### src/rtl/writeback_stage_if.sv
// Execute-to-writeback result handshake: result, destination register and
// one-hot op flags, transferred when ex_valid && ex_ready at a clk edge.
interface writeback_stage_if #(
  parameter int DSIZE = 32,
  parameter int ASIZE = 5
);
  logic             ex_valid;
  logic             ex_ready;
  logic [DSIZE-1:0] ex_result;
  logic [ASIZE-1:0] ex_rd;
  logic [3:0]       ex_flags;

  modport master (output ex_valid, ex_result, ex_rd, ex_flags, input ex_ready);
  modport slave  (input ex_valid, ex_result, ex_rd, ex_flags, output ex_ready);
endinterface

### src/rtl/writeback_stage.sv
// FPU writeback stage: buffers execute results in a small FIFO, commits one per
// cycle to the register file and tracks a busy scoreboard. Option: WB_BYPASS_EN.
module writeback_stage #(
  parameter int DSIZE = 32,
  parameter int ASIZE = 5,
  parameter int DEPTH = 2
) (
  input  logic                  clk,
  input  logic                  reset_n,
  writeback_stage_if.slave      ex,
  input  logic                  iss_valid,
  input  logic [ASIZE-1:0]      iss_rd,
  input  logic                  rf_block,
  output logic                  rf_we,
  output logic [ASIZE-1:0]      rf_waddr,
  output logic [DSIZE-1:0]      rf_wdata,
  output logic [2**ASIZE-1:0]   busy,
  output logic [15:0]           wb_count,
  output logic                  flag_err,
  output logic                  byp_valid,
  output logic [ASIZE-1:0]      byp_addr,
  output logic [DSIZE-1:0]      byp_data
);

  localparam int PW   = $clog2(DEPTH);
  localparam int NREG = 2**ASIZE;

  logic [DSIZE-1:0] data_mem_q [DEPTH];
  logic [ASIZE-1:0] rd_mem_q   [DEPTH];

  logic [PW-1:0]    wr_ptr_q, wr_ptr_d;
  logic [PW-1:0]    rd_ptr_q, rd_ptr_d;
  logic [PW:0]      count_q, count_d;
  logic             rf_we_q, rf_we_d;
  logic [ASIZE-1:0] rf_waddr_q, rf_waddr_d;
  logic [DSIZE-1:0] rf_wdata_q, rf_wdata_d;
  logic [NREG-1:0]  busy_q, busy_d;
  logic [15:0]      wb_count_q, wb_count_d;
  logic             flag_err_q, flag_err_d;

  logic             full, empty, push, pop;
  logic [ASIZE-1:0] head_rd;
  logic [DSIZE-1:0] head_data;

  // ready depends on registered occupancy only, so a same-cycle pop never frees a slot
  assign full      = (count_q == (PW+1)'(DEPTH));
  assign empty     = (count_q == '0);
  assign ex.ex_ready = !full;
  assign push      = ex.ex_valid && !full;
  assign pop       = !empty && !rf_block;
  assign head_rd   = rd_mem_q[rd_ptr_q];
  assign head_data = data_mem_q[rd_ptr_q];

  // NOTE: FIFO storage has no reset; the pointers alone define which entries are live.
  always_ff @(posedge clk) begin
    if (push) begin
      data_mem_q[wr_ptr_q] <= ex.ex_result;
      rd_mem_q[wr_ptr_q]   <= ex.ex_rd;
    end
  end

  always_comb begin
    // NOTE: every output of this block gets a default first so no latch is inferred.
    wr_ptr_d   = wr_ptr_q;
    rd_ptr_d   = rd_ptr_q;
    count_d    = count_q;
    rf_we_d    = 1'b0;
    rf_waddr_d = rf_waddr_q;
    rf_wdata_d = rf_wdata_q;
    busy_d     = busy_q;
    wb_count_d = wb_count_q;
    flag_err_d = flag_err_q;

    if (push) begin
      wr_ptr_d = wr_ptr_q + 1'b1;
      if ($countones(ex.ex_flags) != 1) flag_err_d = 1'b1;
    end

    if (pop) begin
      rd_ptr_d       = rd_ptr_q + 1'b1;
      rf_we_d        = (head_rd != '0);
      rf_waddr_d     = head_rd;
      rf_wdata_d     = head_data;
      wb_count_d     = wb_count_q + 16'd1;
      busy_d[head_rd] = 1'b0;
    end

    case ({push, pop})
      2'b10:   count_d = count_q + 1'b1;
      2'b01:   count_d = count_q - 1'b1;
      default: count_d = count_q;
    endcase

    // Applied after the clear: a newer issue to the same register stays pending
    if (iss_valid && (iss_rd != '0)) busy_d[iss_rd] = 1'b1;
    busy_d[0] = 1'b0;
  end

  // NOTE: sequential state uses non-blocking assignments only; next-state logic above is blocking.
  always_ff @(posedge clk) begin
    if (!reset_n) begin
      wr_ptr_q   <= '0;
      rd_ptr_q   <= '0;
      count_q    <= '0;
      rf_we_q    <= 1'b0;
      rf_waddr_q <= '0;
      rf_wdata_q <= '0;
      busy_q     <= '0;
      wb_count_q <= '0;
      flag_err_q <= 1'b0;
    end else begin
      wr_ptr_q   <= wr_ptr_d;
      rd_ptr_q   <= rd_ptr_d;
      count_q    <= count_d;
      rf_we_q    <= rf_we_d;
      rf_waddr_q <= rf_waddr_d;
      rf_wdata_q <= rf_wdata_d;
      busy_q     <= busy_d;
      wb_count_q <= wb_count_d;
      flag_err_q <= flag_err_d;
    end
  end

  assign rf_we    = rf_we_q;
  assign rf_waddr = rf_waddr_q;
  assign rf_wdata = rf_wdata_q;
  assign busy     = busy_q;
  assign wb_count = wb_count_q;
  assign flag_err = flag_err_q;

`ifdef WB_BYPASS_EN
  // Head entry exposed before commit so decode can forward it
  assign byp_valid = !empty && (head_rd != '0);
  assign byp_addr  = head_rd;
  assign byp_data  = head_data;
`else
  assign byp_valid = 1'b0;
  assign byp_addr  = '0;
  assign byp_data  = '0;
`endif

endmodule

### src/flat_wrapper.sv
// flat-port wrapper written by rule: the top's interface ports become plain ports
module writeback_stage_flat 
#(
  parameter int DSIZE = 32,
  parameter int ASIZE = 5,
  parameter int DEPTH = 2
)
  (clk, reset_n, iss_valid, iss_rd, rf_block, rf_we, rf_waddr, rf_wdata, busy, wb_count, flag_err, byp_valid, byp_addr, byp_data, ex_ex_valid, ex_ex_result, ex_ex_rd, ex_ex_flags, ex_ex_ready);
  writeback_stage_if #(.DSIZE(DSIZE), .ASIZE(ASIZE)) ex_i ();
  input  logic clk;
  input  logic reset_n;
  input  logic iss_valid;
  input  logic [ASIZE-1:0] iss_rd;
  input  logic rf_block;
  output logic rf_we;
  output logic [ASIZE-1:0] rf_waddr;
  output logic [DSIZE-1:0] rf_wdata;
  output logic [2**ASIZE-1:0] busy;
  output logic [15:0] wb_count;
  output logic flag_err;
  output logic byp_valid;
  output logic [ASIZE-1:0] byp_addr;
  output logic [DSIZE-1:0] byp_data;
  input wire logic [$bits(ex_i.ex_valid)-1:0] ex_ex_valid;
  input wire logic [$bits(ex_i.ex_result)-1:0] ex_ex_result;
  input wire logic [$bits(ex_i.ex_rd)-1:0] ex_ex_rd;
  input wire logic [$bits(ex_i.ex_flags)-1:0] ex_ex_flags;
  output wire logic [$bits(ex_i.ex_ready)-1:0] ex_ex_ready;
  assign ex_i.ex_valid = ex_ex_valid;
  assign ex_i.ex_result = ex_ex_result;
  assign ex_i.ex_rd = ex_ex_rd;
  assign ex_i.ex_flags = ex_ex_flags;
  assign ex_ex_ready = ex_i.ex_ready;
  writeback_stage #(.DSIZE(DSIZE), .ASIZE(ASIZE), .DEPTH(DEPTH)) u_core (.clk(clk), .reset_n(reset_n), .ex(ex_i), .iss_valid(iss_valid), .iss_rd(iss_rd), .rf_block(rf_block), .rf_we(rf_we), .rf_waddr(rf_waddr), .rf_wdata(rf_wdata), .busy(busy), .wb_count(wb_count), .flag_err(flag_err), .byp_valid(byp_valid), .byp_addr(byp_addr), .byp_data(byp_data));
endmodule
### config.mk
export PLATFORM = sky130hd
export DESIGN_NAME = writeback_stage_flat
export DESIGN_NICKNAME = d
export VERILOG_FILES = /design/src/rtl/writeback_stage_if.sv /design/src/rtl/writeback_stage.sv /design/src/flat_wrapper.sv
export SDC_FILE = /design/constraint.sdc
export NUM_CORES = 1
export LEC_CHECK = 0
export CAP_MARGIN = 10
export CORE_MARGIN = 5
export CORE_UTILIZATION = 45
export CTS_CLUSTER_SIZE = 25
export DETAILED_ROUTE_END_ITERATION = 10
export PLACE_DENSITY = 0.75
export SYNTH_ARGS = -nofsm -noshare
export SYNTH_HDL_FRONTEND = slang
export SYNTH_SLANG_ARGS = --single-unit
### constraint.sdc
create_clock -name clk -period 8.3 [get_ports clk]
set_clock_uncertainty 0.15 [all_clocks]
set_input_delay 1.66 -clock clk [delete_from_list [all_inputs] [get_ports clk]]
set_output_delay 1.66 -clock clk [all_outputs]
set_load 0.05 [all_outputs]
==> metrics.md <==
| Metric | Value |
|---|---|
| DR WL/cell | `16.9 microns` |
| Non-Filler Instances | `882` |
| Hold Fails Final Rpt | `0` |
| Setup WS post-layout | `4.29 ns` |
| Critical Path Fanout Max | `87` |
| Vias in the first global route | `4,604` |
| Buf/Inv on CP | `3` |
| FP Rows | `44` |
| Clock tree root buffer cell | `clkbuf_16` |
| Post-DP HPWL | `10,200 microns` |
| Hold Buf Count CTS | `0` |
| Area of the multi-input gates | `2270 sq um` |
| Die footprint | `17,200 sq um` |
| Startpoint Class | `input port` |
| Post-Syn Instances | `553` |
| Chip Width | `131 microns` |
| Stages on worst setup path | `7` |
| Number of synthesized flops with an enable pin | `74` |
| DRC | `0` |
| Final WL | `14,900 microns` |
| Setup TNS | `0 ns` |
| FF+latch area | `4050 sq um` |
| Main area contributors after synthesis | `edfxtp_1 (34%), dfxtp_1 (28%), mux2i_1 (5.8%)` |
| DP Worst Slack | `3.83 ns` |
| Post-synthesis mux area share | `5.94%` |
| Maximum clock rate | `249 MHz` |
| Routability Congestion | `0.812` |
| PortBufs | `137` |
| Final-stage net count | `741` |
| Tightest Pin Transition | `1.12 ns` |
| Worst reg-to-reg path cell count | `6` |
| Initial Util | `45.7%` |
| DP Cell Count | `849` |
| DP Area | `7950 sq um` |
| Setup violations, final | `0` |
| Clock sinks | `165` |
| GRT Total Usage | `17.6%` |
| WS Path Type | `in2reg` |
| Synth cell types | `45` |
| Initial antenna violation count | `1` |
| P&R area growth vs syn | `29.4%` |
| Synth Area per Inst | `11.9 sq um` |
| Clock-pin slew on the worst setup and hold paths | `0.06 ns` |
| Worst setup EP type | `flip-flop` |
| Hold Crit Depth | `2` |
| Min-Delay Path Class | `reg2reg` |
| # Max-Cap Violations | `0` |
| Final period util | `48.4%` |
| Status | `finished, final reports clean` |
| Post-synthesis simple-gate area fraction | `10.7%` |
| Design area | `8530 sq um` |
| #FFs+latches synth | `165` |
| Pre-Repair DR Iteration Count | `4` |
| Max-slew violations | `0` |
| Crit path cell chain | `clkdlybuf4s50_1, o21bai_1, inv_2, buf_4, o21ai_1, nand2b_1, a32o_1` |
| CP peak stage delay | `0.65 ns` |
| Worst path slowest cell | `buf_4` |
| CP required | `8.46 ns` |
| CP delay by family, top | `buffers and inverters` |
| Post-synthesis compound-gate area fraction | `12.4%` |
| Yosys top cell by area | `edfxtp_1` |
| Number of warnings issued by yosys | `0` |
| Largest family of logic cells by synthesized area | `compound AO/OA/AOI/OAI gates` |
| Post-Syn Area | `6590 sq um` |
| Vias post-DR | `4,683` |
| Detail-routed via count per cell | `5.31` |
| Tmin final | `4.01 ns` |
| Largest net degree at the start of global routing | `88` |
| Clk_lat worst skew | `0.42 ns` |
| Design Power | `2.68 mW` |
| Leakage power | `2.92 nW` |
| Grt ovf | `0` |
| Io pins | `177` |
| CTS tree | `yes` |
| Initial DRC count | `227` |
| Async SR Flop Fraction | `0%` |
| CTS Buffer Depth | `2` |
| Detail Route Antenna Nets | `0` |
| Post-Synth Adder-Cell Area | `1.25%` |
| Top cell type's share of synthesized area | `33.7%` |
| Post-synthesis sequential area ratio | `61.3%` |
| Synth Flop Type | `dfxtp_1` |
| Slew Limit Headroom | `25.0%` |
| Crit path arrival time | `4.18 ns` |
| Post-synthesis xor/xnor area fraction | `1.73%` |
| Total core area | `14,400 sq um` |
| Max IR drop VDD | `0.226 mV` |
| Inserted Clock Buffers | `17` |
| Die height | `131 microns` |
| Share of cells above drive strength 1 | `6.89%` |
| CTS resizes | `0` |
| Power per cell area | `314 nW/um^2` |
| Number of setup buffers added after CTS | `0` |
| Layout filler cell count | `1,159` |
| RSZ-0062 raised after global routing | `no` |
| First-pass GRT wire length | `23,300 microns` |
| # H-tree levels | `4` |
[sequential cells by signal, indices dropped and copies added, names as in the netlist, named ones only]
register	flops
u_core.rf_waddr	5
u_core.data_mem_q	64
u_core.wr_ptr_q	1
u_core.rd_ptr_q	1
u_core.wb_count	16
u_core.rd_mem_q	10
u_core.rf_wdata	32
u_core.rf_we	1
u_core.count_q	2
u_core.flag_err	1
u_core.busy	31
[cell type report]
| type | count | area share [%] |
|---|---|---|
| diodes | 1 | 0.0293 |
| clock buffers | 18 | 5.03 |
| clock inverters | 14 | 1.76 |
| inverters | 4 | 0.176 |
| multi-input cells | 356 | 26.6 |
| flip-flops and latches | 165 | 47.4 |
| well taps | 184 | 2.70 |
| repair buffers | 140 | 16.3 |
[Yosys cell counts (3+ instances only)]
cell and instances:
nand4_1 3, nor3_1 9, inv_1 4, and3_1 5, a21oi_1 8, ha_1 5
nand2_1 25, a32o_1 11, clkbuf_1 17, o21ai_0 29, nor2_1 57, dfxtp_1 91
edfxtp_1 74, nor4_1 3, mux2i_1 38, xor2_1 4, xnor2_1 9, and3b_1 6
or3_1 3, nor3b_1 7, nand2b_1 5, o21a_1 4, o211ai_1 20, buf_4 39
a211oi_1 37, nand3_1 8, buf_2 7
[kinds of logic (layout without fill, tap and decap cells)]
| family | Yosys count | count (layout) |
|---|---|---|
| flops | 165 | 165 |
| fa+ha+maj | 6 | 6 |
| compound gates | 117 | 117 |
| simple gates | 142 | 142 |
| xor+xnor | 13 | 13 |
| mux | 39 | 39 |
| other cells | 1 | 40 |
| buf+inv | 70 | 176 |
[power by group]
group	internal [mW]	switching [mW]
clock	0.446	0.325
sequential	0.998	0.111
combinational	0.273	0.525
[stage by stage]
stage                     hold WS (ns)  utilization, %
final                            0.326            59.2
after detailed placement         0.317            55.1
after CTS                        0.327            59.1
after floorplan                  0.319               -
after global routing             0.344            59.1
after global placement           0.309            55.1
[metal layers]
| layer | up-vias | routed length, microns | global-route usage (%) |
|---|---|---|---|
| li1 | 2230 | - | - |
| met1 | 2234 | 6030 | 20.7 |
| met2 | 189 | 7120 | 29.4 |
| met3 | 28 | 1340 | 5.49 |
| met4 | 2 | 381 | 7.92 |
| met5 | - | 16 | 0 |
[worst reg2reg max path: stages (launching register included)]
cell	delay [ns]
dfxtp_1	0.40
o21bai_1	0.29
inv_2	0.11
buf_4	0.65
o21ai_1	0.47
nand2b_1	0.27
a32o_1	0.26
[path summary, 6_finish.rpt]
kind         slack, ns                  end                 from
max               4.29      u_core.busy[18]             rf_block
min               0.33  u_core.wb_count[15]  u_core.wb_count[15]
max reg2reg       5.59      u_core.busy[18]    u_core.count_q[0]
min reg2reg       0.33  u_core.wb_count[15]  u_core.wb_count[15]
[layout by cell type, fill, tap and decap left out, types with 4 or more instances in the layout]
cell type | netlist | final
and3_1 | 5 | 4
inv_6 | 0 | 5
mux2i_1 | 38 | 38
conb_1 | 1 | 39
o21a_1 | 4 | 4
ha_1 | 5 | 5
nor3_1 | 9 | 9
edfxtp_1 | 74 | 74
nor2_1 | 57 | 56
dfxtp_1 | 91 | 90
a21oi_1 | 8 | 8
a32o_1 | 11 | 11
o211ai_1 | 20 | 20
clkbuf_16 | 0 | 17
xor2_1 | 4 | 4
nand2b_1 | 5 | 5
o21ai_0 | 29 | 29
a211oi_1 | 37 | 37
nand3_1 | 8 | 8
nor3b_1 | 7 | 7
clkdlybuf4s50_1 | 0 | 137
nand2_1 | 25 | 25
xnor2_1 | 9 | 9
and3b_1 | 6 | 6
No activity file was read; power rests on OpenSTA's default activity.
